--- src/rtl/matrix_input_buffer.sv ---
// Double-buffered N x N matrix store: rows are written in row-major order into one
// bank while the other bank is read out as column or row vectors, one element per cycle.
module matrix_input_buffer #(
   parameter int DATA_WIDTH = 16,
   parameter int N          = 3,
   parameter int TIMEOUT_EN = 0
) (
   input  logic                  clk,
   input  logic                  reset,
   input  logic [DATA_WIDTH-1:0] A_i,
   input  logic                  wr_valid,
   output logic                  wr_ready,
   output logic                  done_load,
   input  logic                  start_read,
   input  logic                  rd_mode,
   output logic [DATA_WIDTH-1:0] A_o,
   output logic                  rd_valid,
   output logic                  done_read_vector,
   output logic                  done_matrix,
   output logic                  overflow
);

   localparam int DEPTH = N * N;
   localparam int AW    = $clog2(DEPTH);
   localparam int CW    = $clog2(N);

   typedef enum logic {IDLE, READ} state_t;

   // Reserved hook; intentionally empty.
   if (TIMEOUT_EN != 0) begin : g_timeout_rsvd
   end

   state_t                  state;
   logic [DATA_WIDTH-1:0]   mem [2][DEPTH];
   logic [1:0]              full;
   logic                    wr_bank;
   logic                    rd_bank;
   logic                    mode_q;
   logic [AW-1:0]           wr_idx;
   logic [AW-1:0]           rd_addr;
   logic [CW-1:0]           vec_idx;
   logic [CW-1:0]           elem_idx;
   logic                    wr_en;
   logic                    wr_last;
   logic                    rd_last_elem;
   logic                    rd_last_vec;

   assign wr_ready     = ~full[wr_bank];
   assign wr_en        = wr_valid & wr_ready;
   assign wr_last      = (wr_idx == AW'(DEPTH - 1));
   assign rd_last_elem = (elem_idx == CW'(N - 1));
   assign rd_last_vec  = (vec_idx == CW'(N - 1));

   // Row mode walks along row vec_idx; column mode walks down column vec_idx.
   always_comb begin
      rd_addr = '0;
      if (mode_q)
         rd_addr = AW'(32'(vec_idx) * N + 32'(elem_idx));
      else
         rd_addr = AW'(32'(elem_idx) * N + 32'(vec_idx));
   end

   always_ff @(posedge clk) begin
      if (wr_en)
         mem[wr_bank][wr_idx] <= A_i;
   end

   always_ff @(posedge clk or negedge reset) begin
      if (!reset) begin
         state            <= IDLE;
         full             <= '0;
         wr_bank          <= 1'b0;
         rd_bank          <= 1'b0;
         wr_idx           <= '0;
         vec_idx          <= '0;
         elem_idx         <= '0;
         mode_q           <= 1'b0;
         A_o              <= '0;
         rd_valid         <= 1'b0;
         done_load        <= 1'b0;
         done_read_vector <= 1'b0;
         done_matrix      <= 1'b0;
         overflow         <= 1'b0;
      end else begin
         done_load        <= 1'b0;
         rd_valid         <= 1'b0;
         done_read_vector <= 1'b0;
         done_matrix      <= 1'b0;

         if (wr_valid && !wr_ready)
            overflow <= 1'b1;

         if (wr_en) begin
            if (wr_last) begin
               full[wr_bank] <= 1'b1;
               wr_idx        <= '0;
               wr_bank       <= ~wr_bank;
               done_load     <= 1'b1;
            end else begin
               wr_idx <= wr_idx + 1'b1;
            end
         end

         // Write-complete and read-free always target different banks, so both
         // full-flag updates can land in the same cycle.
         case (state)
            IDLE: begin
               if (start_read && full[rd_bank]) begin
                  state    <= READ;
                  elem_idx <= '0;
                  if (vec_idx == '0)
                     mode_q <= rd_mode;
               end
            end
            READ: begin
               A_o      <= mem[rd_bank][rd_addr];
               rd_valid <= 1'b1;
               if (rd_last_elem) begin
                  done_read_vector <= 1'b1;
                  state            <= IDLE;
                  elem_idx         <= '0;
                  if (rd_last_vec) begin
                     done_matrix   <= 1'b1;
                     full[rd_bank] <= 1'b0;
                     vec_idx       <= '0;
                     rd_bank       <= ~rd_bank;
                  end else begin
                     vec_idx <= vec_idx + 1'b1;
                  end
               end else begin
                  elem_idx <= elem_idx + 1'b1;
               end
            end
            default: state <= IDLE;
         endcase
      end
   end

endmodule

--- config.mk ---
export PLATFORM = sky130hd
export DESIGN_NAME = matrix_input_buffer
export DESIGN_NICKNAME = d
export VERILOG_FILES = /design/src/rtl/matrix_input_buffer.sv
export SDC_FILE = /design/constraint.sdc
export NUM_CORES = 1
export LEC_CHECK = 0
export ABC_AREA = 1
export ABC_CLOCK_PERIOD_IN_PS = 3300
export BUFFER_PORTS_ARGS = -buffer_cell sky130_fd_sc_hd__clkbuf_2
export CAP_MARGIN = 10
export CELL_PAD_IN_SITES_DETAIL_PLACEMENT = 0
export CELL_PAD_IN_SITES_GLOBAL_PLACEMENT = 2
export CORE_ASPECT_RATIO = 1.4
export CORE_UTILIZATION = 25
export CTS_CLUSTER_SIZE = 16
export DETAILED_ROUTE_END_ITERATION = 10
export GPL_ROUTABILITY_DRIVEN = 0
export PLACE_DENSITY_LB_ADDON = 0.1
export RECOVER_POWER = 50
export SYNTH_ARGS = -nofsm -noshare
export SYNTH_HDL_FRONTEND = slang
export SYNTH_SLANG_ARGS = --single-unit
--- constraint.sdc ---
create_clock -name clk -period 3.3 [get_ports clk]
set_clock_uncertainty 0.15 [all_clocks]
set_input_delay 0.495 -clock clk [delete_from_list [all_inputs] [get_ports clk]]
set_output_delay 0.495 -clock clk [all_outputs]
set_load 0.01 [all_outputs]
[Word level (Yosys, flattened, before mapping)]
Memory sizes are Yosys's and may differ from the RTL's.
Cells that the tools add are included.
Cells by class
  add/sub/neg operators: 5
  $mul: 2
  order comparisons: 7
  equal/unequal tests: 4
  mux-type cells: 37
  bitwise operators: 10
  reduce and logical (&&, ||, !) cells: 10
Operators by type and width (number)
  2-to-1 mux 144 bit: 1
  binary-select mux 16 bit (select 4 bit): 1
  demux 16 bit (select 4 bit): 1
  2-to-1 mux 16 bit: 3
  2-to-1 mux 1 bit: 17
  2-to-1 mux 2 bit: 8
  greater-or-equal comparator 5 bit, second input constant: 2
  inverter 4 -> 5 bit: 2
  adder 4 x 2 -> 4 bit: 2
  multiplier 2 x 2 -> 4 bit, second input constant: 2
  2-to-1 mux 4 bit: 2
  AND reduction 3 bit: 2
  logical AND 1 bit: 5
  less-than comparator 5 x 1 -> 1 bit, second input constant: 1
  adder 2 x 1 -> 2 bit, second input constant: 2
  adder 4 x 1 -> 4 bit, second input constant: 1
  == test 2 bit, second input constant: 2
  == test 4 bit, second input constant: 1
  less-than comparator 1 x 2 -> 1 bit, second input constant: 2
  inverter 1 bit: 4
  case mux 2 bit (2 select lines): 1
  AND reduction 2 bit: 2
  AND 2 bit: 1
  demux 1 bit (select 1 bit): 2
  other kinds (7): 8
Word-level totals
  register bits after elaboration: 35
  memory bits (writable): 288
  input port bits: 21
  output and inout port bits: 22
  logic and storage cells: 90
  memories kept: 1
Memory list
  mem: words 2, width 144, read ports 1, clocked after memory_dff 0, write ports 1, line 34  | logic [DATA_WIDTH-1:0] mem [2][DEPTH];

[Depth between registers and ports, before layout]
  word-level depth: 11
  gate-level depth with buffers: 11
  mapped depth without buffers: 10

[Worst setup path before layout]
Ideal clock, no wire load.
  kind: register to register
  start: register wr_bank
  end: memory mem[0][100] (netlist name), enable pin
  library setup time: 0.430 ns
  arrival: 2.639 ns
  data required time: 2.720 ns
  path slack: 0.081 ns
  stages on the path, launching flop included: 8
  path buffers: 2
  period minus slack after synthesis: 3.219 ns
  path through: dfrtp_1 inv_2 buf_6 nand2_1 o21ai_2 nand2_4 clkbuf_1 nor4_1
On the way
  cells in the longest elaborated chain, start to end: 6
Ends and longest elaborated chain
  start, declared: line 36  | logic wr_bank;
  start signal, assigned: line 97  | wr_bank <= ~wr_bank;
  2-to-1 mux 1 bit (not written as such) (2 in series): line 48  | assign wr_ready = ~full[wr_bank];
  inverter 1 bit: line 48
  named net wr_ready: line 12  | output logic wr_ready,
  AND 1 bit: line 49  | assign wr_en = wr_valid & wr_ready;
  2-to-1 mux 1 bit: line 64  | if (wr_en)
  2-to-1 mux 144 bit (not written as such): line 65  | mem[wr_bank][wr_idx] <= A_i;
  end, declared: line 34
The timed path passes the listed nets, and every way through them passes these cells. The select of a mux whose other input is x is not followed.

[Final worst setup path]
  start: register vec_idx[1]
  end: register A_o[15]
On the way
  cells in the longest elaborated chain, start to end: 7
  elaborated cells between the ends (all ways): 8
  those cells by class: 2 x add/sub; 1 x mul; 4 x mux; 1 x bitwise
Ends and longest elaborated chain
  start, declared: line 41  | logic [CW-1:0] vec_idx;
  start signal, assigned: line 128  | vec_idx <= vec_idx + 1'b1;
  multiplier 2 x 2 -> 4 bit: line 58  | rd_addr = AW'(32'(vec_idx) * N + 32'(elem_idx));
  adder 4 x 2 -> 4 bit: line 58
  2-to-1 mux 4 bit *: line 57  | if (mode_q)
  inverter 4 -> 5 bit (not written as such) *: line 116  | A_o <= mem[rd_bank][rd_addr];
  binary-select mux 16 bit (select 4 bit) *: line 116
  2-to-1 mux 16 bit (not written as such) * (2 in series): line 116
  end signal, assigned: line 116
  end, declared: line 16  | output logic [DATA_WIDTH-1:0] A_o,
Mark *: on every way between the ends. The rest lies on a longest branch, timed or not. The select of a mux whose other input is x is not followed.
A chain may end at the register's enable or synchronous reset.

==> metrics.json <==
{
  "cts.sinks": {"value": 323},
  "worst_vdd_rail_ir_drop": {"value": 0.0004766, "unit": "V"},
  "clkSlewWorstSetupHoldPaths": {"value": 0.06, "unit": "ns"},
  "postRouteAntennaNets": {"value": 0},
  "first_global_vias": {"value": 9399},
  "critPathMaxFanout": {"value": 16},
  "num_antenna_cells": {"value": 0},
  "port_buffers": {"value": 42},
  "final_area": {"value": 16780, "unit": "um^2"},
  "synth_area_leaders": {"value": "edfxtp_1, nand2_1, nand3_1"},
  "rr_worst_depth": {"value": 9},
  "cellInternalPower": {"value": 9.685, "unit": "mW"},
  "report.final.slew_viol_count": {"value": 0},
  "synth_area_leader_cell": {"value": "edfxtp_1"},
  "placement.cell_area": {"value": 15640, "unit": "um^2"},
  "cell_area_synth": {"value": 14370, "unit": "um^2"},
  "grt_max_degree": {"value": 78},
  "ys_seq_elements": {"value": 323},
  "clock.fmax": {"value": 0.3237, "unit": "GHz"},
  "tritoncts": {"value": "yes"},
  "syn_nets": {"value": 1422},
  "slew_headroom": {"value": 0.03504},
  "place_hpwl": {"value": 26480, "unit": "um"},
  "ioPinCount": {"value": 43},
  "worst_path_largest_cell_delay": {"value": 0.51, "unit": "ns"},
  "max_clock_buf_depth": {"value": 3},
  "cts_root_buf": {"value": "clkbuf_16"},
  "share_seq_of_total_power": {"value": 0.295},
  "setup_repair_after_global_routing_missed_its_margin": {"value": "no"},
  "clock_latency": {"value": 0.54, "unit": "ns"},
  "power_frac_comb": {"value": 0.481},
  "ctsResizeCount": {"value": 0},
  "cellPowerDensity": {"value": 1047, "unit": "nW/um^2"},
  "timing.final.crit_share": {"value": 0.9361},
  "min_delay_path_depth": {"value": 3},
  "regToRegSetupSlack": {"value": 0.21, "unit": "ns"},
  "synth-seq-area-share": {"value": 0.6628},
  "clock_power_share": {"value": 0.224},
  "path_common_cell": {"value": "fa_1"},
  "numCtsBuffers": {"value": 37},
  "detailed_router_s_first_iteration_violation_count": {"value": 481},
  "cp_data_required_time": {"value": 3.61, "unit": "ns"},
  "nNetsFinal": {"value": 1486},
  "final_critical_path_setup_slack": {"value": 0.2110, "unit": "ns"},
  "totalWireLength": {"value": 47360, "unit": "um"},
  "switching_power": {"value": 7.885, "unit": "mW"},
  "syn-instance-count": {"value": 1383},
  "synth_top_area_share": {"value": 0.6019},
  "antenna_violations_before_repair": {"value": 1},
  "final_period_minus_worst_setup_slack": {"value": 3.089, "unit": "ns"},
  "minimum_hold_slack": {"value": 0.06906, "unit": "ns"},
  "start_kind": {"value": "flop"},
  "critical_path.reg2reg.startpoint": {"value": "vec_idx[1]"},
  "final_layout_size_suffix_gt1_frac": {"value": 0.1221},
  "site_row_count": {"value": 103},
  "pre_cts_slack": {"value": 0.06803, "unit": "ns"},
  "ys_async_sr_fraction": {"value": 0.1084},
  "coreArea": {"value": 56580, "unit": "um^2"},
  "r2r-end": {"value": "A_o[15]"},
  "most_used_flip_flop_cell_after_synthesis": {"value": "edfxtp_1"},
  "dieArea": {"value": 58450, "unit": "um^2"},
  "die_width": {"value": 204.6, "unit": "um"},
  "area_delta_synth_final": {"value": 16.78, "unit": "%"},
  "hold_class": {"value": "in -> reg"},
  "ys_warn_count": {"value": 0},
  "worstPathCellList": {"value": "fa_1 -> ha_1 -> fa_1 -> inv_1 -> o21ai_2 -> inv_2 -> nand2_1 -> nand3_1 -> a21oi_1"},
  "grt-ovfl-total": {"value": 0},
  "dr_total_vias": {"value": 9386},
  "routedWlPerCell": {"value": 21.44, "unit": "um"},
  "die_height": {"value": 285.7, "unit": "um"},
  "timing.setup.tns": {"value": 0, "unit": "ns"},
  "setup_viol_count_final": {"value": 0},
  "edff_count_synth": {"value": 288},
  "firstDrtPassIters": {"value": 5},
  "synth_cell_type_count": {"value": 30},
  "synth_area_per_cell": {"value": 10.39, "unit": "um^2"},
  "hold_path.startpoint": {"value": "rd_mode"},
  "p_leak": {"value": 7.042, "unit": "nW"},
  "layout.filler_cells": {"value": 5871},
  "drv.max_cap_violation_count": {"value": 0},
  "globalRouteTotalUtil": {"value": 0.1657},
  "finalHoldViolCount": {"value": 0},
  "endpoint_kind": {"value": "flop"},
  "floorplan.initialDensity": {"value": 0.2540},
  "critPathArrivalTime": {"value": 3.40, "unit": "ns"},
  "outcome": {"value": "complete, no violations"},
  "worst-setup-path-type": {"value": "reg -> reg"},
  "clock_tree.htree_level_count": {"value": 2},
  "global_route_wire_length_before_repair": {"value": 68450, "unit": "um"},
  "p_sw_frac": {"value": 0.4488},
  "whs_endpoint": {"value": "mode_q"},
  "worst_slew_pin_slew": {"value": 1.447, "unit": "ns"},
  "critical_path.slowest_cell": {"value": "fa_1"},
  "via_per_inst": {"value": 4.249},
  "drcViolationCount": {"value": 0}
}
per-layer routing:
| metal | GRT usage | wire, um |
|---|---|---|
| met1 | 0.2115 | 20820 |
| met2 | 0.2868 | 23770 |
| met3 | 0.02495 | 1681 |
| met4 | 0.04813 | 1089 |
| met5 | 0 | 0 |
cells in the mapped netlist, types with 10 or more instances:
cell type and n:
nand2_1 439, ha_1 14, buf_2 38, edfxtp_1 288, buf_6 10, nand3_1 199
inv_1 237, nor2_1 24, dfrtp_1 35, or2_2 10, a21oi_2 14, nor4_1 12
worst max-delay path, delay by kind of cell, from the launching register on:
| family | cells | cell delay (ns) |
|---|---|---|
| AO/OA/AOI/OAI | 2 | 0.43 |
| buffers and inverters | 2 | 0.35 |
| adder cells (fa/ha/maj) | 3 | 1.21 |
| AND/OR/NAND/NOR | 2 | 0.38 |
| flip-flops | 1 | 0.47 |
what timing repair did:
action                                  4_1_cts  5_1_grt
endpoints found under the hold margin        21        0
buffers inserted                              0        4
hold buffers                                  1        0
endpoints found under the setup margin        0       15
placed cells by master (no fill, tap or decap):
master	n
nand2_1	439
edfxtp_1	288
inv_1	237
nand3_1	199
clkbuf_16	39
buf_4	36
dfrtp_1	34
clkbuf_1	34
nor2_1	24
clkbuf_2	20
a21oi_2	14
ha_1	13
nor4_2	12
or2_2	10
buf_12	8
a21oi_1	7
o21ai_0	6
nand3_2	6
clkinv_2	6
inv_2	4
nor3_2	4
fa_1	4
nor2_4	3
o21ai_4	3
clkbuf_8	3
clkinv_1	3
clkinvlp_4	3
o21ai_2	2
nor3_1	2
inv_4	1
nand2_4	1
nor2_2	1
o211ai_1	1
nor2_8	1
o21bai_1	1
xor2_1	1
ha_2	1
inv_6	1
dlygate4sd3_1	1
dfrtp_4	1
sequential cells by signal (all words and copies together), names as in the netlist:
name	flops
mem	288
rd_bank	1
elem_idx	2
done_load	1
A_o	16
full	2
state	1
wr_idx	4
overflow	1
wr_bank	1
done_read_vector	1
rd_valid	1
done_matrix	1
vec_idx	2
mode_q	1
how the worst max path moves through the flow:
stage | startpoint | end
floorplan | wr_bank | mem[0][100]
global placement | vec_idx[1] | A_o[4]
detailed placement | vec_idx[1] | A_o[10]
CTS | vec_idx[1] | A_o[3]
global route | vec_idx[1] | A_o[15]
finish | vec_idx[1] | A_o[15]
layout make-up:
type | instances | area (um^2) | share of cell area
flip-flops and latches | 323 | 9528 | 0.5678
multi-input cells | 755 | 3664 | 0.2183
clock buffers | 53 | 1059 | 0.06308
well taps | 735 | 919.6 | 0.05481
inverters | 242 | 910.9 | 0.05428
repair buffers | 88 | 626.9 | 0.03736
clock inverters | 13 | 72.57 | 0.004325
kinds of logic (layout without fill, tap and decap cells):
family	count (synthesis)	after routing	share of synthesized area
adder cells (fa/ha/maj)	18	18	0.01776
buffers and inverters	305	396	0.08952
flip-flops	323	323	0.6628
XOR/XNOR	1	1	0.0006097
AND/OR/NAND/NOR	702	702	0.2111
AO/OA/AOI/OAI	34	34	0.01820
power groups by stage:
stage          Clock (mW)  Sequential, mW  Combinational [mW]
3_5_place_dp            0            5.28                8.71
6_report             3.94            5.18                8.46
4_1_cts              4.09            5.20                8.74
5_1_grt              4.24            5.23                9.43
2_1_floorplan           0            5.19                5.46
3_3_place_gp            0            5.28                8.74
through the flow:
stage / util / total power, mW / cells
floorplan: - / 10.64 / 1383
global placement: 0.2764 / 14.02 / 2138
detailed placement: 0.2764 / 13.99 / 2138
CTS: 0.2966 / 18.03 / 2205
global route: 0.2966 / 18.89 / 2209
finish: 0.2966 / 17.57 / 2209
Note: power is estimated with default switching activity, not from simulation.
